### src/rtl/pc_sequencer_pkg.sv
// pc_sequencer shared definitions.
// Opcodes, FSM states and field sign extenders.
package pc_sequencer_pkg;

  localparam logic [4:0] OP_J   = 5'b00001;
  localparam logic [4:0] OP_BNE = 5'b00010;
  localparam logic [4:0] OP_JAL = 5'b00011;
  localparam logic [4:0] OP_JR  = 5'b00100;
  localparam logic [4:0] OP_BLT = 5'b00110;
  localparam logic [4:0] OP_BEX = 5'b10110;

  typedef enum logic {
    RUN   = 1'b0,
    FLUSH = 1'b1
  } state_t;

  function automatic logic [31:0] sext17(
    input logic [16:0] v
  );
    return {{15{v[16]}}, v};
  endfunction

  function automatic logic [31:0] sext27(
    input logic [26:0] v
  );
    return {{5{v[26]}}, v};
  endfunction

endpackage

### src/rtl/pc_sequencer_target_calc.sv
// Control-transfer target computation.
// Purely combinational; one target per opcode class.
module pc_target_calc
  import pc_sequencer_pkg::*;
#(
  parameter int ADDR_W = 12
) (
  input  logic [4:0]        i_opcode,
  input  logic [ADDR_W-1:0] i_pc,
  input  logic [16:0]       i_imm17,
  input  logic [26:0]       i_target27,
  input  logic [31:0]       i_rd_val,
  output logic [ADDR_W-1:0] o_target
);

  logic [31:0] w_imm_sext;
  logic [31:0] w_tgt_sext;
  logic [31:0] w_pc_ext;
  logic [31:0] w_br_sum;

  assign w_imm_sext = sext17(i_imm17);
  assign w_tgt_sext = sext27(i_target27);
  assign w_pc_ext   = {{(32-ADDR_W){1'b0}}, i_pc};
  // Branch adder is 32 bits wide; truncation gives mod 2^ADDR_W wrap.
  assign w_br_sum   = w_pc_ext + 32'd1 + w_imm_sext;

  // Upper bits above the PC width are dropped by design.
  logic w_unused;
  assign w_unused = ^{i_rd_val[31:ADDR_W],
                      w_br_sum[31:ADDR_W],
                      w_tgt_sext[31:ADDR_W]};

  // Select target by transfer class.
  always_comb begin
    o_target = w_tgt_sext[ADDR_W-1:0];
    case (i_opcode)
      OP_BNE, OP_BLT: o_target = w_br_sum[ADDR_W-1:0];
      OP_JR:          o_target = i_rd_val[ADDR_W-1:0];
      default:        o_target = w_tgt_sext[ADDR_W-1:0];
    endcase
  end

endmodule

### src/rtl/pc_sequencer.sv
// Next-PC controller: PC register, redirect resolution,
// squash window after taken transfers, redirect counter.
module pc_sequencer
  import pc_sequencer_pkg::*;
#(
  parameter int ADDR_W       = 12,
  parameter int FLUSH_CYCLES = 2,
  parameter int TCNT_W       = 16
) (
  input  logic              clock,
  input  logic              reset,
  input  logic              stall,
  input  logic              ex_valid,
  input  logic [4:0]        ex_opcode,
  input  logic [ADDR_W-1:0] ex_pc,
  input  logic [16:0]       ex_imm17,
  input  logic [26:0]       ex_target27,
  input  logic              ex_ne,
  input  logic              ex_lt,
  input  logic [31:0]       ex_rd_val,
  input  logic              ex_rstatus_nz,
  output logic [ADDR_W-1:0] pc,
  output logic              flush,
  output logic [TCNT_W-1:0] taken_count
);

  localparam logic [2:0] FC = 3'(FLUSH_CYCLES);

  state_t              r_state;
  state_t              w_state_nxt;
  logic [2:0]          r_cnt;
  logic [2:0]          w_cnt_nxt;
  logic [ADDR_W-1:0]   r_pc;
  logic [ADDR_W-1:0]   w_pc_nxt;
  logic [TCNT_W-1:0]   r_taken_count;
  logic                w_bump;
  logic                w_cond;
  logic                w_taken;
  logic [ADDR_W-1:0]   w_target;

  pc_target_calc #(
    .ADDR_W (ADDR_W)
  ) u_calc (
    .i_opcode   (ex_opcode),
    .i_pc       (ex_pc),
    .i_imm17    (ex_imm17),
    .i_target27 (ex_target27),
    .i_rd_val   (ex_rd_val),
    .o_target   (w_target)
  );

  // Decode whether the execute-stage instruction transfers control.
  always_comb begin
    w_cond = 1'b0;
    case (ex_opcode)
      OP_J, OP_JAL, OP_JR: w_cond = 1'b1;
      OP_BNE:              w_cond = ex_ne;
      OP_BLT:              w_cond = ex_lt;
      OP_BEX:              w_cond = ex_rstatus_nz;
      default:             w_cond = 1'b0;
    endcase
  end

  assign w_taken = ex_valid & w_cond;

  // Next-state: redirect beats stall; flush window ignores inputs.
  always_comb begin
    w_state_nxt = r_state;
    w_cnt_nxt   = r_cnt;
    w_pc_nxt    = r_pc;
    w_bump      = 1'b0;
    case (r_state)
      RUN: begin
        if (w_taken) begin
          w_pc_nxt    = w_target;
          w_cnt_nxt   = FC;
          w_bump      = 1'b1;
          w_state_nxt = FLUSH;
        end else if (!stall) begin
          w_pc_nxt = r_pc + ADDR_W'(1);
        end
      end
      FLUSH: begin
        w_pc_nxt = r_pc + ADDR_W'(1);
        if (r_cnt <= 3'd1) begin
          w_cnt_nxt   = 3'd0;
          w_state_nxt = RUN;
        end else begin
          w_cnt_nxt = r_cnt - 3'd1;
        end
      end
      default: begin
        w_state_nxt = RUN;
        w_cnt_nxt   = 3'd0;
      end
    endcase
  end

  // State, PC and counter registers with synchronous reset.
  always_ff @(posedge clock) begin
    if (reset) begin
      r_state       <= RUN;
      r_cnt         <= 3'd0;
      r_pc          <= '0;
      r_taken_count <= '0;
    end else begin
      r_state <= w_state_nxt;
      r_cnt   <= w_cnt_nxt;
      r_pc    <= w_pc_nxt;
      if (w_bump && (r_taken_count != '1)) begin
        r_taken_count <= r_taken_count + TCNT_W'(1);
      end
    end
  end

  assign pc          = r_pc;
  assign flush       = (r_state == FLUSH);
  assign taken_count = r_taken_count;

endmodule

### config.mk
export PLATFORM = sky130hd
export DESIGN_NAME = pc_sequencer
export DESIGN_NICKNAME = d
export VERILOG_FILES = /design/src/rtl/pc_sequencer_pkg.sv /design/src/rtl/pc_sequencer_target_calc.sv /design/src/rtl/pc_sequencer.sv
export SDC_FILE = /design/constraint.sdc
export NUM_CORES = 1
export LEC_CHECK = 0
export CORE_MARGIN = 10
export CORE_UTILIZATION = 60
export DETAILED_ROUTE_END_ITERATION = 8
export DONT_BUFFER_PORTS = 1
export PLACE_DENSITY = 0.76
export SYNTH_ARGS = -nofsm -noshare
export SYNTH_HDL_FRONTEND = slang
export SYNTH_SLANG_ARGS = --single-unit
### constraint.sdc
create_clock -name clock -period 2.5 [get_ports clock]
set_clock_uncertainty 0.2 [all_clocks]
set_input_delay 0.5 -clock clock [delete_from_list [all_inputs] [get_ports clock]]
set_output_delay 0.5 -clock clock [all_outputs]
set_load 0.005 [all_outputs]
==> reports/results.tsv <==
metric	value	unit
status	finished clean	
worstMarginPinSlew	0.6430	ns
seq_power_share	0.430	
clockRootBuffer	clkbuf_8	
fin_crit	2.260	ns
cp-start-kind	input pin	
finalSetupTns	0	ns
grt_first_pass_wirelength	11.12	mm
cts_sinks	32	
dpl-instance-area	2597	um2
topRoutingLayerUsed	met4	
drt-total-wl	6.675	mm
avgSynthCellArea	8.114	um2
finalSetupViolations	0	
p_switching	0.0003363	W
die_y	84.23	um
layout-drive-gt1-share	0.09841	
post_cts_buffers	0	
cp-end-kind	register	
diodes	0	
ys_ff_latch	32	
async_flop_share	0	
intPower	0.0009247	W
cp_max_fo	3	
syn-instance-count	305	
first_pass_iters	4	
clock.fmax	442.5	MHz
cts_resized	0	
post-dp-hpwl	5.131	mm
met1_length	2.793	mm
gp_congestion	0.8341	
first_iter_violations	132	
cp.required	2.49	ns
port_buffers	0	
start_util	0.6187	
synth-edff-count	0	
dr_total_vias	2368	
p_clk_frac	0.390	
relSlewSlack	0.5693	
grt_setup_unrepaired	false	
rows	23	
cts_hold_buf	0	
clk_pin_slew_worst_paths	0.07	ns
route.detailed.drc	0	
syn_to_final_growth	9.302	%
switching_share	0.2667	
antenna_found_initial	0	
clockBufferDepth	2	
ys_types	67	
final_area	2705	um2
h-tree-depth	2	
clkLatencyLatePin	0.29	ns
final_max_slew_viol_count	0	
power-per-cell-area	466.2	nW/um2
hold_viol	0	
grt_max_degree	32	
synthesis.area	2475	um2
vdd.ir_drop.worst	0.6069	mV
synth_nets	421	
synth-main-ff-cell	dfxtp_1	
hold_path.class	input pin to register	
final_nets	430	
grt_pass1_vias	2245	
multi_input_area	1732	um2
core_area	4000	um2
wl_met3	631	um
finalHoldWorstSlack	0.07338	ns
wl_met2	3.136	mm
overflow	0	
worstSetupPathType	input pin to register	
fillers	348	
die_w	84.23	um
cp.arrival	2.25	ns
vias_per_cell	6.488	
p_total	0.001261	W
globalRouteTotalUtil	0.1821	
avgRoutedWirePerCell	18.29	um
die_area	7094	um2
combPwrFrac	0.180	
p_leak	1.044	nW
yosys_warnings	0	
drv_cap	0	
register_area	640.6	um2
min_period_over_period	0.9039	
numCtsBuffers	5	
io_pins	129	
antenna_left	0	
yosysSeqAreaShare	0.2588	
cts_tree	yes	
==> placed cells by master (no fill, tap or decap), types with 7 or more instances in the layout <==
master and n:
nand3_1 13, nor3_1 10, nor2_1 27, and3_1 7
ha_1 15, nand2_1 16, dfxtp_1 32, inv_1 12
nand4_1 10, xor2_1 18, a21oi_1 18, o21ai_0 17
buf_4 13
==> critical path: stages <==
cell,delay [ns]
inv_1,0.02
ha_1,0.20
fa_1,0.39
nor2b_1,0.16
o221ai_1,0.20
a32oi_1,0.27
xnor2_1,0.14
o21ai_1,0.10
a32o_1,0.26
==> cell usage after synthesis, types with 4 or more instances <==
cell type	count	area [um2]
nor3_1	10	50.05
a21oi_1	18	90.09
a221oi_1	5	43.79
xnor2_1	6	52.55
a22oi_1	5	37.54
dfxtp_1	32	640.6
clkbuf_1	5	18.77
ha_1	15	187.7
a31oi_1	5	31.28
o21ai_1	4	20.02
inv_1	12	45.04
and2_1	4	25.02
o211ai_1	6	45.04
nand4_1	10	62.56
nor2b_1	4	25.02
xor2_1	18	157.7
nand3_1	13	65.06
nand2_1	16	60.06
a21o_1	4	30.03
o21ai_0	17	85.08
nor2_1	27	101.4
and3_1	7	43.79
==> state kept, by name, indices dropped and copies added, names as in the netlist <==
signal,flops
taken_count,16
pc,12
r_cnt,3
flush,1
==> power by group through the flow <==
stage	clock network, W	registers (W)	logic (W)
2_1_floorplan	0	0.000548	0.000178
3_3_place_gp	0	0.000554	0.000220
3_5_place_dp	0	0.000554	0.000224
4_1_cts	0.000495	0.000542	0.000226
5_1_grt	0.000515	0.000545	0.000257
6_report	0.000492	0.000542	0.000227
==> cell type report <==
type,instances,share of cell area
sequential,32,0.2368
multi-input combinational,249,0.6401
inverter,12,0.01665
tap,50,0.02313
clock inverter,2,0.01295
clock buffer,6,0.02683
timing repair buffer,14,0.04348
==> layer usage <==
metal  track usage  vias up
met1        0.2180     1106
met4       0.05327        0
met3       0.07343       12
li1              -     1174
met5             0        -
met2        0.2918       76
==> final timing paths <==
| path | startpoint | end | slack [ns] | cells after the start |
|---|---|---|---|---|
| min reg2reg | r_cnt[2]$_SDFFE_PP0P_ | r_cnt[2]$_SDFFE_PP0P_ | 0.27 | 1 |
| max | ex_pc[0] | pc[8]$_SDFFE_PP0P_ | 0.24 | 9 |
| min | reset | flush$_SDFF_PP0_ | 0.07 | 1 |
| max reg2reg | taken_count[4]$_SDFFE_PP0P_ | taken_count[1]$_SDFFE_PP0P_ | 0.37 | 6 |
==> stage by stage <==
stage,std cells,worst slack (ns),util
2_1_floorplan,305,0.09410,-
3_3_place_gp,357,-0.05997,0.6494
3_5_place_dp,357,-0.06657,0.6494
4_1_cts,365,0.2309,0.6763
5_1_grt,365,0.04040,0.6763
6_report,365,0.2403,0.6763
==> cells by family after synthesis <==
kind of cell	after synthesis	share of synthesized area
simple gates	111	0.2391
mux	5	0.02275
xor+xnor	24	0.08493
buf+inv	24	0.04448
compound gates	93	0.2659
fa+ha+maj	16	0.08392
flops	32	0.2588
Power figures use the tool's default switching activity.
